**src/rtl/playseq_exibidor_sequencia.sv**
```systemverilog
`default_nettype none
// ============================================================================
// Module      : playseq_exibidor_sequencia
// Description : Plays symbols 0..ultimo from a 16x4 sync-read sequence
//               memory onto one-hot LEDs. Each symbol is lit for T_ON
//               cycles and then followed by T_OFF dark cycles. A one-cycle
//               pronto pulse marks the end of the sequence.
// Revision    : 1.0 - initial release
// ============================================================================
module playseq_exibidor_sequencia #(
  parameter int T_ON  = 500,  // cycles each symbol is lit, >= 1
  parameter int T_OFF = 250,  // dark cycles after each symbol, >= 1
  parameter int CNT_W = 10    // timer width, holds max(T_ON,T_OFF)-1
) (
  input  logic       clock,
  input  logic       reset,      // asynchronous, active-low
  input  logic       iniciar,
  input  logic       abortar,
  input  logic [3:0] ultimo,
  input  logic [3:0] dado,
  output logic [3:0] endereco,
  output logic [3:0] leds,
  output logic       ocupado,
  output logic       pronto,
  output logic [2:0] db_estado
);

  localparam logic [2:0] S_OCIOSO  = 3'd0;
  localparam logic [2:0] S_BUSCA   = 3'd1;
  localparam logic [2:0] S_ACESO   = 3'd2;
  localparam logic [2:0] S_APAGADO = 3'd3;
  localparam logic [2:0] S_FIM     = 3'd4;

  localparam logic [CNT_W-1:0] C_TON_LAST  = CNT_W'(T_ON - 1);
  localparam logic [CNT_W-1:0] C_TOFF_LAST = CNT_W'(T_OFF - 1);
  localparam logic [CNT_W-1:0] C_ONE       = CNT_W'(1);

  logic [2:0]       estado_q,   estado_d;
  logic [CNT_W-1:0] timer_q,    timer_d;
  logic [3:0]       endereco_q, endereco_d;
  logic [3:0]       leds_q,     leds_d;
  logic [3:0]       ultimo_q,   ultimo_d;
  logic             pronto_q,   pronto_d;
  logic             ocupado_q,  ocupado_d;

  // Next-state and next-output logic; outputs are computed from the next
  // state so that every output port comes straight from a register.
  always_comb begin
    estado_d   = estado_q;
    timer_d    = timer_q;
    endereco_d = endereco_q;
    leds_d     = leds_q;
    ultimo_d   = ultimo_q;
    pronto_d   = 1'b0;

    case (estado_q)
      S_OCIOSO: begin
        endereco_d = 4'd0;
        leds_d     = 4'd0;
        timer_d    = '0;
        if (iniciar) begin
          // The limit is frozen here; later changes of ultimo are ignored.
          ultimo_d = ultimo;
          estado_d = S_BUSCA;
        end
      end
      S_BUSCA: begin
        // Memory data for endereco is valid by the end of this cycle.
        leds_d   = dado;
        timer_d  = '0;
        estado_d = S_ACESO;
      end
      S_ACESO: begin
        if (timer_q == C_TON_LAST) begin
          timer_d  = '0;
          leds_d   = 4'd0;
          estado_d = S_APAGADO;
        end else begin
          timer_d = timer_q + C_ONE;
        end
      end
      S_APAGADO: begin
        if (timer_q == C_TOFF_LAST) begin
          timer_d = '0;
          if (endereco_q == ultimo_q) begin
            estado_d = S_FIM;
            pronto_d = 1'b1;
          end else begin
            // Never wraps: the compare above stops at ultimo <= 15.
            endereco_d = endereco_q + 4'd1;
            estado_d   = S_BUSCA;
          end
        end else begin
          timer_d = timer_q + C_ONE;
        end
      end
      S_FIM: begin
        endereco_d = 4'd0;
        leds_d     = 4'd0;
        estado_d   = S_OCIOSO;
      end
      default: begin
        endereco_d = 4'd0;
        leds_d     = 4'd0;
        timer_d    = '0;
        estado_d   = S_OCIOSO;
      end
    endcase

    // Abort overrides everything, including a simultaneous start request.
    if (abortar) begin
      estado_d   = S_OCIOSO;
      endereco_d = 4'd0;
      leds_d     = 4'd0;
      timer_d    = '0;
      pronto_d   = 1'b0;
    end

    ocupado_d = (estado_d != S_OCIOSO);
  end

  // State, timer and registered outputs with asynchronous active-low clear.
  always_ff @(posedge clock or negedge reset) begin
    if (!reset) begin
      estado_q   <= S_OCIOSO;
      timer_q    <= '0;
      endereco_q <= 4'd0;
      leds_q     <= 4'd0;
      ultimo_q   <= 4'd0;
      pronto_q   <= 1'b0;
      ocupado_q  <= 1'b0;
    end else begin
      estado_q   <= estado_d;
      timer_q    <= timer_d;
      endereco_q <= endereco_d;
      leds_q     <= leds_d;
      ultimo_q   <= ultimo_d;
      pronto_q   <= pronto_d;
      ocupado_q  <= ocupado_d;
    end
  end

  assign endereco  = endereco_q;
  assign leds      = leds_q;
  assign ocupado   = ocupado_q;
  assign pronto    = pronto_q;
  assign db_estado = estado_q;

endmodule
`default_nettype wire

```
**config.mk**
```make
export PLATFORM = sky130hd
export DESIGN_NAME = playseq_exibidor_sequencia
export DESIGN_NICKNAME = d
export VERILOG_FILES = /design/src/rtl/playseq_exibidor_sequencia.sv
export SDC_FILE = /design/constraint.sdc
export NUM_CORES = 1
export LEC_CHECK = 0
export ABC_AREA = 1
export ABC_CLOCK_PERIOD_IN_PS = 1200
export CAP_MARGIN = 40
export CORE_UTILIZATION = 46
export DETAILED_ROUTE_END_ITERATION = 10
export GPL_ROUTABILITY_DRIVEN = 0
export HOLD_SLACK_MARGIN = 0.1
export PLACE_DENSITY = 0.74
export SLEW_MARGIN = 40
export SYNTH_ARGS = -nofsm -noshare
export SYNTH_HDL_FRONTEND = slang
export SYNTH_SLANG_ARGS = --single-unit
export TNS_END_PERCENT = 30
```
**constraint.sdc**
```tcl
create_clock -name clock -period 1.2 [get_ports clock]
set_clock_uncertainty 0.05 [all_clocks]
set_input_delay 0.24 -clock clock [delete_from_list [all_inputs] [get_ports clock]]
set_output_delay 0.24 -clock clock [all_outputs]
set_load 0.005 [all_outputs]
```
---- Word-level counts from Yosys, hierarchy flattened ----
Cells that the tools add are included.
storage, ports and cells
  register bits after elaboration ......... 27
  input port bits ......................... 12
  output and inout bits ................... 13
  logic and storage cells ................. 49
cells by class
  add/subtract/negate cells ............... 2
  equal/unequal tests ..................... 13
  multiplexer cells ....................... 21
  reductions and logical operators ........ 6
operators with widths
  kind                                             count
  two-way mux 10 bit                               3
  one-hot mux 10 bit (3 select lines)              1
  two-way mux 4 bit                                5
  two-way mux 3 bit                                5
  one-hot mux 3 bit (4 select lines)               1
  one-hot mux 4 bit (3 select lines)               1
  adder 10 x 1 -> 10 bit (second input constant)   1
  == test 10 x 8 -> 1 bit (second input constant)  1
  == test 10 x 9 -> 1 bit (second input constant)  1
  != test 3 bit (second input constant)            3
  one-hot mux 4 bit (2 select lines)               1
  == test 3 x 2 -> 1 bit (second input constant)   2
  adder 4 x 1 -> 4 bit (second input constant)     1
  == test 4 bit                                    1
  two-way mux 1 bit                                4
  != test 2 bit (second input constant)            2
  AND reduction 2 bit                              2
  == test 3 x 1 -> 1 bit (second input constant)   1
  == test 3 bit (second input constant)            1
  logical NOT 3 bit                                1
  AND reduction 3 bit                              1
  nonzero test 3 bit                               1
  != test 2 x 1 -> 1 bit (second input constant)   1
  OR reduction 2 bit                               1

---- Depth between registers and ports, before layout ----
  depth in word-level cells ............... 6
  mapped depth ............................ 10
  mapped depth without buffers ............ 10

---- Worst setup path after synthesis ----
Ideal clock, no wire load.
  kind .................................... flip-flop to flip-flop
  from .................................... reg timer_q[1]
  to ...................................... reg timer_q[9]
  setup time .............................. 0.127 ns
  data arrival time ....................... 1.159 ns
  data required time ...................... 1.023 ns
  slack ................................... -0.136 ns
  stages on the path, launching flop included .. 10
  buffers on the path ..................... 0
  clock period less this slack ............ 1.336 ns
  path through ............................ dfrtp_1 inv_1 ha_1 nand2_1 nor2_1 nand3_2 nand3_2 nand2_1 nand2_1 o21ai_0
between the ends
  cells in the longest elaborated chain, start to end .. 4
  elaborated cells on any way between the ends .. 7
  those cells by class .................... add/sub (1); eq/ne (2); mux (4)
ends and longest elaborated chain
  element                                               line    text
  start, declared                                       39      logic [CNT_W-1:0] timer_q, timer_d;
  start signal, assigned                                134     timer_q <= timer_d;
  adder 10 x 1 -> 10 bit, or another cell as far along  79, 94
  two-way mux 10 bit, on equally long branches          83, 74
  one-hot mux 10 bit (3 select lines) (*)               56      case (estado_q)
  two-way mux 10 bit (*)                                111     if (abortar) begin
Every way passes the cells marked *; elsewhere a longest branch is shown, timed or not.
A chain may end at the register's enable or synchronous reset.

---- Final worst setup path ----
  from .................................... reg timer_q[1]
  to ...................................... reg endereco_q[0], in the netlist endereco[0]
between the ends
  cells in the longest elaborated chain, start to end .. 3
ends and longest elaborated chain
  element                        line  text
  == test 10 x 8 -> 1 bit        83    if (timer_q == C_TOFF_LAST) begin
  != test 3 bit (no line)        n/a
  AND reduction 3 bit (no line)  n/a
  end signal, assigned           135   endereco_q <= endereco_d;
  end, declared                  40    logic [3:0] endereco_q, endereco_d;
Every way passes these cells.

==> results.toml <==
[clocking]
cts_hold_buffers = 0
clock_insertion_delay_worst_skew_ns = 0.34
cts-buffers-inserted = 3
ctsLongestPathBuffers = 2
cts_tree = "done"
cts-root-buf = "clkbuf_4"
clock_tree.htree_level_count = 1
cts.clk_slew.worst_paths_ns = 0.15
numClockSinks = 27

[setup_path]
timing.critical_path.from = "timer_q[1]"
critical_path_arrival_ns = 1.73
end_of_the_critical_path = "endereco[0]"
required_ns = 1.39
setup.worst_path.start_class = "register"
timing.critical_path.fanout_max = 5
crit-reg2reg-launch = "timer_q[1]"
r2r_setup_slack_ns = -0.34
worst-setup-path-type = "reg2reg"
rr_endpoint = "endereco[0]"
rr_worst_depth = 9
end_kind = "register"

[yosys]
postSynthRegisterBits = 27
synth_top_area_cell = "dfrtp_1"
synth_top_cell_area_share_pct = 43.83
synthesis.area_sq_um = 1541
synthDistinctLibCells = 23
syn_nets = 212
synthCells = 197
synth.yosys.warnings = 0
syn-mean-instance-area_sq_um = 7.825
netlist_top_cells_area = "dfrtp_1 (44%), nand2_1 (13%), inv_1 (9.5%)"
synth-seq-area-share_pct = 43.83

[timing]
max_slew.worst_pin.slew_ns = 0.2439
timing.final.hold_violations = 0
grt_setup_unrepaired = "true"
period_minus_slack_ns = 1.536
achievable-frequency_mhz = 650.8
fin_crit_sh_pct = 128.0
final.setup.worst_slack_ns = -0.3365
setup_viol = 31
slew_violations = 0
timing.max_slew.rel_slack_pct = 83.62

[final_layout]
finish.cell_count_without_fillers = 314
num_antenna_cells = 0
layout_cell_share_with_drive_strength_beyond_1_pct = 40.00
final_core_utilization_pct = 73.60
post_synthesis_to_final_layout_area_growth_pct = 49.35
nets = 286
number_of_fill_cells_in_the_layout = 223

[floorplanning]
area_of_the_core_region_sq_um = 3128
die_width_microns = 59.89
fp.dieH_microns = 59.89
row_count = 20
ioPinCount = 25
die_area_sq_um = 3587
start_util_pct = 49.28

[placed_design]
post-dp-hpwl_mm = 2.446
instance_count_after_placement_with_tap_cells_included = 293
placement.io_buffers = 24
preCtsSetupSlack_ns = -0.4171

[power_and_ir_drop]
vdd.ir_drop.worst_mv = 0.6020
leakagePower_nw = 1.214
power.density_cell_area_nw_per_um2 = 815.5
total_power_mw = 1.878

[hold_path]
hold_path_class = "in2async"

[drt]
initialDrtViolationCount = 81
route.detailed.vias_per_inst = 4.924
route.detailed.drc = 0
antenna_left = 0
drtPass1Iterations = 4
detailroute.via_count = 1546
avgRoutedWirePerCell_microns = 12.66
wirelength_mm = 3.975

[grt]
maximum_number_of_pins_on_one_net_before_global_route_repair = 28
grt_use_total_pct = 23.04
antenna_found_initial = 0
grt_pass1_wl_mm = 6.161
gr-total-overflow = 0
first_global_vias = 1424

[outcome]
violations = "negative setup slack"
outcome = "complete, but fails checks"

[job]
max_cap_violations = 0
-- power by group --
part | internal [mW] | switching [mW] | leakage [nW]
Combinational | 0.211 | 0.258 | 0.837
Sequential | 0.963 | 0.0320 | 0.362
Clock | 0.131 | 0.282 | 0.0150
Total | 1.31 | 0.572 | 1.21
-- cells in the mapped netlist, drive strengths merged --
| master | instances |
|---|---|
| nand2 | 60 |
| o21ai | 17 |
| inv | 40 |
| nand3 | 15 |
| nand4 | 4 |
| nor3 | 3 |
| nand3b | 1 |
| a21oi | 2 |
| nor2 | 16 |
| xor2 | 8 |
| ha | 3 |
| dfrtp | 27 |
| buf | 1 |
-- repair_timing --
action	CTS	global route
pin swaps	2	16
setup endpoints to repair	40	34
setup buffers	9	6
gates cloned	0	2
resized for setup	58	38
-- placed cells by master (no fill, tap or decap) --
cell	synthesis	final
o21ai_0	12	9
clkdlybuf4s50_1	0	11
dfrtp_2	0	3
buf_6	1	9
nand2_1	55	42
nor3_4	1	2
nand3_2	4	4
buf_2	0	7
nor2_2	1	3
o21ai_2	0	3
nand2_4	0	1
a21oi_1	2	2
dfrtp_1	27	24
nor2_4	2	3
inv_2	1	5
inv_1	39	34
nand4_1	3	3
buf_12	0	1
ha_4	0	1
ha_1	3	2
nor2_1	13	10
nand4_4	1	1
nand4_2	0	1
clkbuf_4	0	3
nand2_2	5	17
buf_4	0	38
clkbuf_1	0	1
o21ai_1	5	5
xor2_1	8	8
nor3_1	1	1
nand3_4	1	3
inv_4	0	1
nand3_1	10	9
nand3b_1	1	1
clkbuf_2	0	2
-- kinds of logic after synthesis --
| logic type | after synthesis | share of synthesized area [%] |
|---|---|---|
| buffers and inverters | 41 | 10.47 |
| adder cells (fa/ha/maj) | 3 | 2.435 |
| AO/OA/AOI/OAI | 19 | 6.169 |
| flip-flops | 27 | 43.83 |
| XOR/XNOR | 8 | 4.546 |
| AND/OR/NAND/NOR | 99 | 32.55 |
-- worst min-delay path by stage --
stage | start | end | slack, ns | depth (start not counted)
floorplan | reset | db_estado[0] | -0.11 | 0
global route | reset | ultimo_q[3] | 0.21 | 2
finish | reset | timer_q[2] | 0.18 | 2
detailed placement | leds[3] | leds[3] | 0.43 | 2
global placement | leds[2] | leds[2] | 0.42 | 2
CTS | reset | ultimo_q[3] | 0.19 | 2
-- per-stage QoR --
step / instance area, sq um / hold WS (ns) / setup TNS (ns)
2_1_floorplan: 1549 / -0.1056 / -2.095
3_3_place_gp: 2063 / 0.4200 / -8.574
3_5_place_dp: 2063 / 0.4307 / -9.078
4_1_cts: 2147 / 0.1908 / -6.387
5_1_grt: 2302 / 0.2128 / -9.008
6_report: 2302 / 0.1816 / -6.986
-- flip-flops by register name (all words and copies together) (netlist names) --
name	count
leds	4
ultimo_q	4
timer_q	10
db_estado	3
endereco	4
pronto	1
ocupado	1
-- per-layer routing --
metal,routed length [microns],vias to the layer above,track usage (%),share of wire [%]
li1,-,757,-,-
met1,1761,735,29.71,44
met2,1989,45,37.78,50
met3,141,9,3.463,3.5
met4,82,0,10.96,2.1
met5,0,-,0,0
-- layout make-up --
cell class	instances	area (sq um)	area share (%)
timing repair buffer	68	561.8	24.40
sequential	27	679.4	29.51
tap	44	55.05	2.391
multi-input combinational	131	827.0	35.92
inverter	40	152.6	6.630
clock buffer	4	26.28	1.141
-- worst max-delay path, stage by stage (launching register included) --
cell and delay [ns]:
dfrtp_1 0.43, inv_2 0.09, ha_4 0.13, nand2_2 0.05, nor2_2 0.12, nand3_2 0.12
nand3_4 0.16, nand3_4 0.13, nand2_1 0.09, o21ai_1 0.06
No activity file was read; power rests on OpenSTA's default activity.
